$ cat src/rtl/tdm_demux_1x4.sv
// Receive side of the 4:1 TDM lane link: deserialises one MSB-first serial stream into four lanes.
// Optional per-slot even parity bit is enabled by defining TDM_PARITY_EN.
module tdm_demux_1x4 #(
  parameter int LANE_W = 8
) (
  input  logic                clk,
  input  logic                rst_n,
  input  logic                enable,
  input  logic                din,
  input  logic                fsync,
  output logic [4*LANE_W-1:0] y,
  output logic [3:0]          valid,
  output logic                frame_done,
  output logic                locked,
  output logic                sync_err,
  output logic [3:0]          par_err
);

`ifdef TDM_PARITY_EN
  localparam int SLOT_BITS = LANE_W + 1;
`else
  localparam int SLOT_BITS = LANE_W;
`endif
  localparam int CNT_W = $clog2(SLOT_BITS);

  typedef enum logic {IDLE, RUN} state_t;

  state_t                 state_reg;
  logic [CNT_W-1:0]       bit_cnt_reg;
  logic [1:0]             slot_cnt_reg;
  logic [SLOT_BITS-2:0]   shift_reg;
  logic [3:0]             valid_reg;
  logic                   frame_done_reg;
  logic                   locked_reg;
  logic                   sync_err_reg;

  // Current slot as it would look if this cycle's bit is its last one.
  logic [SLOT_BITS-1:0]   slot_word;
  logic [LANE_W-1:0]      slot_data;
  logic                   misplaced;
  logic                   last_bit;
  logic                   slot_done;
  logic [3:0]             lane_sel;

  assign slot_word = {shift_reg, din};
  assign slot_data = slot_word[SLOT_BITS-1 -: LANE_W];
  assign misplaced = (state_reg == RUN) && fsync && ((slot_cnt_reg != 2'd0) || (bit_cnt_reg != '0));
  assign last_bit  = (bit_cnt_reg == CNT_W'(SLOT_BITS - 1));
  assign slot_done = enable && (state_reg == RUN) && !misplaced && last_bit;
  assign lane_sel  = 4'b0001 << slot_cnt_reg;

  always_ff @(posedge clk) begin
    if (!rst_n) begin
      state_reg      <= IDLE;
      bit_cnt_reg    <= '0;
      slot_cnt_reg   <= 2'd0;
      shift_reg      <= '0;
      valid_reg      <= 4'b0000;
      frame_done_reg <= 1'b0;
      locked_reg     <= 1'b0;
      sync_err_reg   <= 1'b0;
    end else begin
      valid_reg      <= 4'b0000;
      frame_done_reg <= 1'b0;
      sync_err_reg   <= 1'b0;
      if (enable) begin
        case (state_reg)
          IDLE: begin
            if (fsync) begin
              state_reg    <= RUN;
              locked_reg   <= 1'b1;
              shift_reg    <= slot_word[SLOT_BITS-2:0];
              bit_cnt_reg  <= CNT_W'(1);
              slot_cnt_reg <= 2'd0;
            end
          end
          RUN: begin
            shift_reg <= slot_word[SLOT_BITS-2:0];
            if (misplaced) begin
              // Realign: this bit becomes bit 0 of slot 0, the partial slot is lost.
              sync_err_reg <= 1'b1;
              bit_cnt_reg  <= CNT_W'(1);
              slot_cnt_reg <= 2'd0;
            end else if (last_bit) begin
              valid_reg      <= lane_sel;
              frame_done_reg <= (slot_cnt_reg == 2'd3);
              bit_cnt_reg    <= '0;
              slot_cnt_reg   <= slot_cnt_reg + 2'd1;
            end else begin
              bit_cnt_reg <= bit_cnt_reg + 1'b1;
            end
          end
          default: state_reg <= IDLE;
        endcase
      end
    end
  end

  genvar gi;
  generate
    for (gi = 0; gi < 4; gi++) begin : g_lane
      logic [LANE_W-1:0] word_reg;
      always_ff @(posedge clk) begin
        if (!rst_n) begin
          word_reg <= '0;
        end else if (slot_done && lane_sel[gi]) begin
          word_reg <= slot_data;
        end
      end
      assign y[gi*LANE_W +: LANE_W] = word_reg;
    end
  endgenerate

`ifdef TDM_PARITY_EN
  logic [3:0] par_err_reg;
  // Even parity: data bits plus parity bit must hold an even number of ones.
  always_ff @(posedge clk) begin
    if (!rst_n) begin
      par_err_reg <= 4'b0000;
    end else begin
      par_err_reg <= slot_done ? (lane_sel & {4{^slot_word}}) : 4'b0000;
    end
  end
  assign par_err = par_err_reg;
`else
  assign par_err = 4'b0000;
`endif

  assign valid      = valid_reg;
  assign frame_done = frame_done_reg;
  assign locked     = locked_reg;
  assign sync_err   = sync_err_reg;

endmodule
$ cat config.mk
export PLATFORM = sky130hd
export DESIGN_NAME = tdm_demux_1x4
export DESIGN_NICKNAME = d
export VERILOG_FILES = /design/src/rtl/tdm_demux_1x4.sv
export SDC_FILE = /design/constraint.sdc
export NUM_CORES = 1
export LEC_CHECK = 0
export BUFFER_PORTS_ARGS = -buffer_cell sky130_fd_sc_hd__buf_2
export CAP_MARGIN = 20
export CORE_MARGIN = 2
export CORE_UTILIZATION = 40
export DETAILED_ROUTE_END_ITERATION = 6
export GPL_TIMING_DRIVEN = 0
export PLACE_DENSITY_LB_ADDON = 0.1
export SLEW_MARGIN = 0
export SYNTH_ARGS = -nofsm -noshare
export SYNTH_HDL_FRONTEND = slang
export SYNTH_SLANG_ARGS = --single-unit
$ cat constraint.sdc
create_clock -name clk -period 2.1 [get_ports clk]
set_input_delay 0.21 -clock clk [delete_from_list [all_inputs] [get_ports clk]]
set_output_delay 0.21 -clock clk [all_outputs]
set_load 0.01 [all_outputs]
==> metrics.txt, run 1 <==
# TYPE chip_impl_metric gauge
chip_impl_info{name="status",value="finished clean"} 1
chip_impl_metric{name="io_pins",unit=""} 48
chip_impl_metric{name="m1WireLength",unit="mm"} 2.08
chip_impl_info{name="synth_ff_type",value="sky130_fd_sc_hd__dfxtp_1"} 1
chip_impl_info{name="netlist_top_cells_count",value="63 x sky130_fd_sc_hd__nand2_1, 51 x sky130_fd_sc_hd__dfxtp_1, 32 x sky130_fd_sc_hd__mux2i_1, 7 x sky130_fd_sc_hd__ha_1"} 1
chip_impl_metric{name="cp_num_buf_inv",unit=""} 2
chip_impl_metric{name="synth_top_cell_area_share",unit="%"} 49.5
chip_impl_metric{name="leakage",unit="uW"} 0.00105
chip_impl_metric{name="syn_area",unit="mm^2"} 0.00206
chip_impl_metric{name="vias",unit=""} 1502
chip_impl_metric{name="holdWs",unit="ns"} 0.153
chip_impl_metric{name="report.final.slew_viol_count",unit=""} 0
chip_impl_metric{name="final.setup_skew",unit="ns"} 0.00616
chip_impl_metric{name="worst-endpoint-arrival",unit="ns"} 1.92
chip_impl_metric{name="die-area",unit="mm^2"} 0.00575
chip_impl_metric{name="finalWorstPathRequiredPeriod",unit="ns"} 1.69
chip_impl_metric{name="slew-limit-headroom",unit="%"} 66.4
chip_impl_metric{name="routed_length_per_placed_instance",unit="um"} 12.7
chip_impl_metric{name="worst-slew-pin-transition",unit="ns"} 0.505
chip_impl_metric{name="cts.repair_timing.setup_buffer_count",unit=""} 0
chip_impl_metric{name="cts_buffer_count",unit=""} 5
chip_impl_metric{name="chipWidth",unit="um"} 75.8
chip_impl_metric{name="seq_area_frac_synth",unit="%"} 49.5
chip_impl_metric{name="crit_required",unit="ns"} 2.33
chip_impl_info{name="uppermost_metal_layer_occupied_by_signal_nets",value="met4"} 1
chip_impl_metric{name="grt_use_total",unit="%"} 16.3
chip_impl_metric{name="reg2reg_depth",unit=""} 7
chip_impl_metric{name="grt_first_pass_wirelength",unit="mm"} 6.85
chip_impl_metric{name="postLayoutSetupSlackWorst",unit="ns"} 0.413
chip_impl_metric{name="global_route.overflow_total",unit=""} 0
chip_impl_metric{name="layout_overhead_on_the_synthesized_area",unit="%"} 19.6
chip_impl_metric{name="drtPass1Iterations",unit=""} 4
chip_impl_metric{name="synth_enable_flop_cells",unit=""} 0
chip_impl_info{name="hold_path.class",value="in2reg"} 1
chip_impl_metric{name="cells_after_dpl",unit=""} 327
chip_impl_metric{name="initial_antenna_violation_count",unit=""} 0
chip_impl_metric{name="cts_resized",unit=""} 0
chip_impl_metric{name="initial_utilization",unit="%"} 40.9
chip_impl_metric{name="yosysWarnings",unit=""} 0
chip_impl_metric{name="synth.ff_latch_count",unit=""} 51
chip_impl_metric{name="fin_setup_tns",unit="ns"} 0
chip_impl_metric{name="cts.reportedPaths.clkPinSlew",unit="ns"} 0.09
chip_impl_metric{name="wl_met2",unit="mm"} 1.88
chip_impl_metric{name="netlist_instances",unit=""} 212
chip_impl_metric{name="layout_worst_path_cycle_share",unit="%"} 80.3
chip_impl_metric{name="dpl_worst_slack",unit="ns"} 0.422
chip_impl_info{name="path_class",value="reg2reg"} 1
chip_impl_metric{name="grt_pass1_vias",unit=""} 1379
chip_impl_metric{name="routabilityCongestion",unit=""} 0.716
chip_impl_metric{name="pwr_density_cell",unit="mW/mm^2"} 669
chip_impl_metric{name="report.final.hold_viol_count",unit=""} 0
chip_impl_info{name="yosys.cell_count.top_type",value="sky130_fd_sc_hd__nand2_1"} 1
chip_impl_info{name="clock_tree_from_tritoncts",value="built"} 1
chip_impl_metric{name="final_nets",unit=""} 276
chip_impl_metric{name="largest_register_ffs",unit=""} 32
chip_impl_metric{name="fill_cells",unit=""} 509
chip_impl_metric{name="dp.final_hpwl",unit="mm"} 2.95
chip_impl_info{name="timing.critical_path.from_type",value="register"} 1
chip_impl_metric{name="core_region_area",unit="mm^2"} 0.00504
chip_impl_metric{name="diodes",unit=""} 0
chip_impl_metric{name="worst-path-max-fanout",unit=""} 9
chip_impl_metric{name="cts-root-to-sink-buffers",unit=""} 2
chip_impl_info{name="yosysTopAreaCell",value="sky130_fd_sc_hd__dfxtp_1"} 1
chip_impl_metric{name="drtIter0Drc",unit=""} 65
chip_impl_info{name="synth.area.top_cells",value="sky130_fd_sc_hd__dfxtp_1 49%, sky130_fd_sc_hd__mux2i_1 16%, sky130_fd_sc_hd__nand2_1 11%"} 1
chip_impl_metric{name="ys_async_sr_fraction",unit="%"} 0
chip_impl_metric{name="vdd_drop_max",unit="mV"} 0.326
chip_impl_metric{name="synth_area_per_cell",unit="um^2"} 9.73
chip_impl_info{name="critical_path.top_delay_family",value="flip-flops"} 1
chip_impl_metric{name="cp_slowest_stage_delay",unit="ns"} 0.36
chip_impl_metric{name="number_of_gates_on_the_worst_path_with_buffers_counted",unit=""} 7
chip_impl_metric{name="clk_latency",unit="ns"} 0.30
chip_impl_metric{name="synth.lib_cells_used.distinct",unit=""} 29
chip_impl_metric{name="grt_max_degree",unit=""} 16
chip_impl_info{name="critPathCaptureType",value="register"} 1
chip_impl_metric{name="placement.io_buffers",unit=""} 42
chip_impl_info{name="cell_with_the_largest_stage_delay_on_the_worst_path",value="sky130_fd_sc_hd__dfxtp_1"} 1
chip_impl_info{name="path_cells",value="inv_1 -> ha_1 -> nand3b_4 -> a21oi_4 -> and3_1 -> buf_6 -> mux2i_1"} 1
chip_impl_metric{name="detailroute.wirelength.met3",unit="um"} 212
chip_impl_metric{name="fmaxAchievable",unit="MHz"} 593
chip_impl_metric{name="cts_sinks",unit=""} 51
chip_impl_metric{name="vias_per_cell",unit=""} 4.48
chip_impl_metric{name="final-instance-count-excl-fill",unit=""} 335
chip_impl_metric{name="routed_wirelength",unit="mm"} 4.24
chip_impl_metric{name="ant_nets",unit=""} 0
chip_impl_metric{name="rows",unit=""} 26
chip_impl_info{name="rsz0062_at_grt",value="no"} 1
chip_impl_metric{name="remaining_drc_errors",unit=""} 0
chip_impl_metric{name="cts-hold-fix-buffers",unit=""} 0
chip_impl_metric{name="post_route_cells_drive_above_1_share",unit="%"} 24.5
chip_impl_metric{name="min_path_cells",unit=""} 3
chip_impl_metric{name="cts_htree_levels",unit=""} 2
chip_impl_metric{name="postLayoutCoreUtil",unit="%"} 48.9
chip_impl_metric{name="setup_viol",unit=""} 0
chip_impl_info{name="root_cell_of_the_clock_tree",value="sky130_fd_sc_hd__clkbuf_8"} 1
chip_impl_metric{name="fp.dieH",unit="um"} 75.8
chip_impl_metric{name="drv_cap",unit=""} 0
worst register-to-register path: stages (launching register included):
cell                       delay, ns
sky130_fd_sc_hd__dfxtp_1        0.36
sky130_fd_sc_hd__inv_1          0.10
sky130_fd_sc_hd__ha_1           0.22
sky130_fd_sc_hd__nand3b_4       0.11
sky130_fd_sc_hd__a21oi_4        0.25
sky130_fd_sc_hd__and3_1         0.21
sky130_fd_sc_hd__buf_6          0.18
sky130_fd_sc_hd__mux2i_1        0.20
metrics by stage:
stage / area, um^2 / power (uW)
after CTS: 2470 / 1680
final: 2470 / 1650
after global routing: 2470 / 1740
after floorplan: 2070 / 1060
after detailed placement: 2370 / 1080
after global placement: 2370 / 1080
per-layer routing:
| metal | track usage (%) | vias up |
|---|---|---|
| met1 | 22.0 | 674 |
| met3 | 4.76 | 7 |
| met2 | 24.3 | 34 |
| met5 | 0 | - |
| met4 | 6.43 | 0 |
| li1 | - | 787 |
cell families after synthesis:
kind of cell             Yosys count  share of synthesized area (%)
AO/OA/AOI/OAI                     17                           6.37
adder cells (fa/ha/maj)            7                           4.24
buffers and inverters             23                           6.79
flip-flops                        51                           49.5
multiplexers                      32                           15.5
other                              1                          0.182
AND/OR/NAND/NOR                   81                           17.4
power by group:
group	internal (uW)	switching [uW]
logic	27.9	54.3
registers	973	3.56
clock network	271	323
area by class of cell:
cell class | instances | area, um^2 | share of cell area [%]
Multi-Input combinational cell | 141 | 913 | 37.0
Clock inverter | 1 | 8.76 | 0.355
Inverter | 6 | 22.5 | 0.913
Timing Repair Buffer | 42 | 210 | 8.52
Clock buffer | 7 | 86.3 | 3.50
Sequential cell | 51 | 1020 | 41.4
Buffer | 17 | 118 | 4.77
Tap cell | 70 | 87.6 | 3.55
cells in the final DEF, fill, tap and decap left out, drive strengths merged, types with 2 or more instances in the layout:
cell type  instances
nand3              4
dfxtp             51
nand2             63
conb               4
and2               4
and3               5
o21a               2
buf               53
o21ai              3
inv                6
mux2i             32
ha                 7
o22ai              2
a21oi              2
a21boi             8
clkbuf            13
path summary, 6_finish.rpt:
kind,start,endpoint,slack [ns]
worst min register to register,g_lane[3].word_reg[2],g_lane[3].word_reg[2],0.46
worst max-delay path,slot_cnt_reg[0],g_lane[3].word_reg[6],0.41
worst min-delay path,din,shift_reg[0],0.15
worst max register to register,slot_cnt_reg[0],g_lane[3].word_reg[6],0.41
No activity file was read; power rests on OpenSTA's default activity.
==> run 2: changes to the inputs <==
- ABC_AREA: not set -> 1
- clock period: 2.1 -> 1.4 ns (I/O delays scaled with it)
==> run 2 against run 1 <==
  * The flow now finishes with violations (setup timing)
  * Die area fell by 0.87%
  * Power up 72%
  * Worst setup slack got worse by 0.50 ns
  * Routed wire length rose by 30%
  * Cell area increased by 21%
  * Hold slack worse by 0.039 ns
  * Critical endpoint is now g_lane[0].word_reg[1]
  * Largest cell class is now multi-input gates
==> metrics.txt, run 2 <==
# TYPE chip_impl_metric gauge
chip_impl_info{name="status",value="finished with violations"} 1
chip_impl_info{name="violations",value="setup timing"} 1
chip_impl_metric{name="met1_usage",unit="%"} 26.3
chip_impl_metric{name="cp_slowest_stage_delay",unit="ns"} 0.36
chip_impl_metric{name="fin_setup_tns",unit="ns"} -1.04
chip_impl_metric{name="layout.area.seq",unit="mm^2"} 0.00103
chip_impl_info{name="rsz0062_at_grt",value="yes"} 1
chip_impl_metric{name="synth.lib_cells_used.distinct",unit=""} 22
chip_impl_metric{name="synth_top_cell_area_share",unit="%"} 49.9
chip_impl_metric{name="worst-path-max-fanout",unit=""} 8
chip_impl_metric{name="dp.final_hpwl",unit="mm"} 3.38
chip_impl_info{name="yosysTopAreaCell",value="sky130_fd_sc_hd__dfxtp_1"} 1
chip_impl_metric{name="fill_cells",unit=""} 486
chip_impl_info{name="final_cell_mix",value="46 x sky130_fd_sc_hd__dfxtp_1, 44 x sky130_fd_sc_hd__buf_2, 34 x sky130_fd_sc_hd__a21oi_1"} 1
chip_impl_metric{name="drv_cap",unit=""} 0
chip_impl_metric{name="vias_per_cell",unit=""} 5.13
chip_impl_metric{name="grt_max_degree",unit=""} 17
chip_impl_metric{name="synth.ff_latch_count",unit=""} 51
chip_impl_metric{name="final.setup_skew",unit="ns"} 0.00780
chip_impl_metric{name="cts.reportedPaths.clkPinSlew",unit="ns"} 0.09
chip_impl_info{name="synth.area.top_cells",value="sky130_fd_sc_hd__dfxtp_1 50%, sky130_fd_sc_hd__a21oi_1 9.8%, sky130_fd_sc_hd__nand4_1 9.8%"} 1
chip_impl_metric{name="postLayoutCoreUtil",unit="%"} 59.8
chip_impl_metric{name="io_pins",unit=""} 48
chip_impl_metric{name="combinationalPowerShare",unit="%"} 9.4
chip_impl_metric{name="drtIter0Drc",unit=""} 179
chip_impl_metric{name="cells_after_dpl",unit=""} 363
chip_impl_metric{name="routed_length_per_placed_instance",unit="um"} 14.1
chip_impl_metric{name="vias",unit=""} 1994
chip_impl_metric{name="chipWidth",unit="um"} 75.5
chip_impl_metric{name="core_region_area",unit="mm^2"} 0.00501
chip_impl_metric{name="layout_worst_path_cycle_share",unit="%"} 106
chip_impl_info{name="critical_path.top_delay_family",value="flip-flops"} 1
chip_impl_metric{name="syn_area",unit="mm^2"} 0.00204
chip_impl_metric{name="routabilityCongestion",unit=""} 0.767
chip_impl_metric{name="ys_async_sr_fraction",unit="%"} 0
chip_impl_metric{name="diodes",unit=""} 0
chip_impl_metric{name="worst-slew-pin-transition",unit="ns"} 0.636
chip_impl_metric{name="cts-hold-fix-buffers",unit=""} 0
chip_impl_metric{name="largest_register_ffs",unit=""} 32
chip_impl_info{name="path_class",value="reg2reg"} 1
chip_impl_metric{name="report.final.hold_viol_count",unit=""} 0
chip_impl_metric{name="synth_area_per_cell",unit="um^2"} 8.28
chip_impl_metric{name="layout_overhead_on_the_synthesized_area",unit="%"} 46.6
chip_impl_metric{name="netlist_instances",unit=""} 247
chip_impl_metric{name="seq_area_frac_synth",unit="%"} 49.9
chip_impl_info{name="yosys.cell_count.top_type",value="sky130_fd_sc_hd__dfxtp_1"} 1
chip_impl_metric{name="crit_required",unit="ns"} 1.57
chip_impl_info{name="netlist_top_cells_count",value="51 x sky130_fd_sc_hd__dfxtp_1, 41 x sky130_fd_sc_hd__nand2_1, 40 x sky130_fd_sc_hd__a21oi_1, 32 x sky130_fd_sc_hd__nand4_1, 21 x sky130_fd_sc_hd__nor2_1"} 1
chip_impl_metric{name="initial_utilization",unit="%"} 40.8
chip_impl_metric{name="power.share.sequential",unit="%"} 54.2
chip_impl_metric{name="worst-endpoint-arrival",unit="ns"} 1.66
chip_impl_metric{name="grt_pass1_vias",unit=""} 1792
chip_impl_metric{name="slew-limit-headroom",unit="%"} 57.6
chip_impl_metric{name="report.final.slew_viol_count",unit=""} 0
chip_impl_info{name="hold_path.class",value="in2reg"} 1
chip_impl_metric{name="fmaxAchievable",unit="MHz"} 675
chip_impl_info{name="critPathCaptureType",value="register"} 1
chip_impl_metric{name="ant_nets",unit=""} 0
chip_impl_info{name="layout_commonest_cell",value="sky130_fd_sc_hd__dfxtp_1"} 1
chip_impl_metric{name="p_int",unit="uW"} 2110
chip_impl_metric{name="p_sw",unit="uW"} 718
chip_impl_metric{name="cts_buffer_count",unit=""} 5
chip_impl_metric{name="remaining_drc_errors",unit=""} 0
chip_impl_metric{name="final_nets",unit=""} 330
chip_impl_info{name="grt_busiest_layer",value="met2"} 1
chip_impl_metric{name="routed_wirelength",unit="mm"} 5.49
chip_impl_metric{name="cts_htree_levels",unit=""} 2
chip_impl_info{name="cell_with_the_largest_stage_delay_on_the_worst_path",value="sky130_fd_sc_hd__dfxtp_2"} 1
chip_impl_info{name="path_cells",value="ha_4 -> ha_4 -> inv_4 -> nor2_4 -> buf_12 -> buf_12 -> nand3_4 -> nand2_1 -> a21oi_1"} 1
chip_impl_metric{name="grt_use_total",unit="%"} 20.1
chip_impl_metric{name="drtPass1Iterations",unit=""} 4
chip_impl_metric{name="die-area",unit="mm^2"} 0.00570
chip_impl_metric{name="clock_power_share",unit="%"} 36.5
chip_impl_metric{name="vdd_drop_max",unit="mV"} 0.516
chip_impl_metric{name="global_route.overflow_total",unit=""} 0
chip_impl_metric{name="cp_num_buf_inv",unit=""} 3
chip_impl_metric{name="final-instance-count-excl-fill",unit=""} 389
chip_impl_metric{name="fp.dieH",unit="um"} 75.5
chip_impl_metric{name="grt_first_pass_wirelength",unit="mm"} 8.56
chip_impl_metric{name="finalWorstPathRequiredPeriod",unit="ns"} 1.48
chip_impl_metric{name="switching_part_of_the_total",unit="%"} 25.4
chip_impl_info{name="clock_tree_from_tritoncts",value="built"} 1
chip_impl_metric{name="grt_use_met3",unit="%"} 3.04
chip_impl_metric{name="postLayoutSetupSlackWorst",unit="ns"} -0.0826
chip_impl_metric{name="post_route_cells_drive_above_1_share",unit="%"} 39.8
chip_impl_metric{name="multi_input_comb_area",unit="mm^2"} 0.00112
chip_impl_metric{name="leakage",unit="uW"} 0.00118
chip_impl_metric{name="setup_viol",unit=""} 26
chip_impl_info{name="root_cell_of_the_clock_tree",value="sky130_fd_sc_hd__clkbuf_8"} 1
chip_impl_info{name="timing.critical_path.from_type",value="register"} 1
chip_impl_info{name="synth_ff_type",value="sky130_fd_sc_hd__dfxtp_1"} 1
chip_impl_metric{name="placement.io_buffers",unit=""} 43
chip_impl_metric{name="synth_enable_flop_cells",unit=""} 0
chip_impl_metric{name="cts_sinks",unit=""} 51
chip_impl_metric{name="clk_latency",unit="ns"} 0.31
chip_impl_metric{name="pwr_density_cell",unit="mW/mm^2"} 945
chip_impl_metric{name="rows",unit=""} 26
chip_impl_metric{name="initial_antenna_violation_count",unit=""} 0
chip_impl_metric{name="yosysWarnings",unit=""} 0
chip_impl_metric{name="cts-root-to-sink-buffers",unit=""} 2
chip_impl_metric{name="globalRouteMet2Util",unit="%"} 33.8
## run 2: cell types whose count changed after synthesis, sizes merged, moves of 4 or more
cell and delta:
o21ai +6, nor2 +21, nand2 -22, and3 -5
nand3 +5, nand4 +32, a21oi +38, mux2i -32
clkbuf +4, a21boi -8, and2 -4
## run 2: area by class of cell
cell class,instances,area share [%]
Buffer,19,5.14
Tap cell,70,2.92
Timing Repair Buffer,60,15.1
Sequential cell,51,34.4
Multi-Input combinational cell,171,37.3
Inverter,10,1.42
Clock inverter,3,1.46
Clock buffer,5,2.30
## run 2: worst register-to-register path: cells and delay by family (launching register included)
family	cells	cell delay, ns
flip-flops	1	0.36
AND/OR/NAND/NOR	3	0.35
buffers and inverters	3	0.32
AO/OA/AOI/OAI	1	0.05
adder cells (fa/ha/maj)	2	0.26
## run 2: layer usage
metal / part of all wire (%) / vias to the layer above
met5: 0 / -
met4: 1.8 / 0
met3: 6.5 / 9
met2: 47 / 51
met1: 44 / 926
li1: - / 1008
## run 2: final timing paths
kind | startpoint | to | slack (ns) | depth (start not counted)
worst min register to register | g_lane[0].word_reg[7] | g_lane[0].word_reg[7] | 0.46 | 2
worst max-delay path | bit_cnt_reg[1] | g_lane[0].word_reg[1] | -0.08 | 9
worst max register to register | bit_cnt_reg[1] | g_lane[0].word_reg[1] | -0.08 | 9
worst min-delay path | enable | state_reg | 0.11 | 3
## run 2: kinds of logic (layout without fill, tap and decap cells)
family	Yosys count	in the layout	share of synthesized area, %
AND/OR/NAND/NOR	105	109	25.2
adder cells (fa/ha/maj)	7	7	4.28
AO/OA/AOI/OAI	51	51	12.7
buffers and inverters	32	97	7.77
flip-flops	51	51	49.9
other	1	4	0.183
## run 2: through the flow
step / hold WS (ns) / total power (uW) / setup slack (ns) / area, um^2
6_report: 0.115 / 2830 / -0.0826 / 3000
5_1_grt: 0.136 / 2950 / -0.130 / 3000
4_1_cts: 0.110 / 2830 / -0.0419 / 2800
3_5_place_dp: 0.433 / 1770 / -0.193 / 2450
3_3_place_gp: 0.421 / 1770 / -0.174 / 2450
2_1_floorplan: 0.275 / 1700 / 0.0105 / 2150
## run 2: repair_timing
item	4_1_cts	5_1_grt
setup buffers	9	4
endpoints found under the setup margin	40	43
endpoints found under the hold margin	0	0
gates resized for setup	21	28
cloned	5	3
pin swaps	3	29
## run 2: power groups by stage
stage	Clock [uW]	Sequential, uW	Combinational, uW
finish	1030	1530	265
global route	1110	1540	298
CTS	1050	1530	246
detailed placement	0	1570	199
global placement	0	1570	198
floorplan	0	1550	151
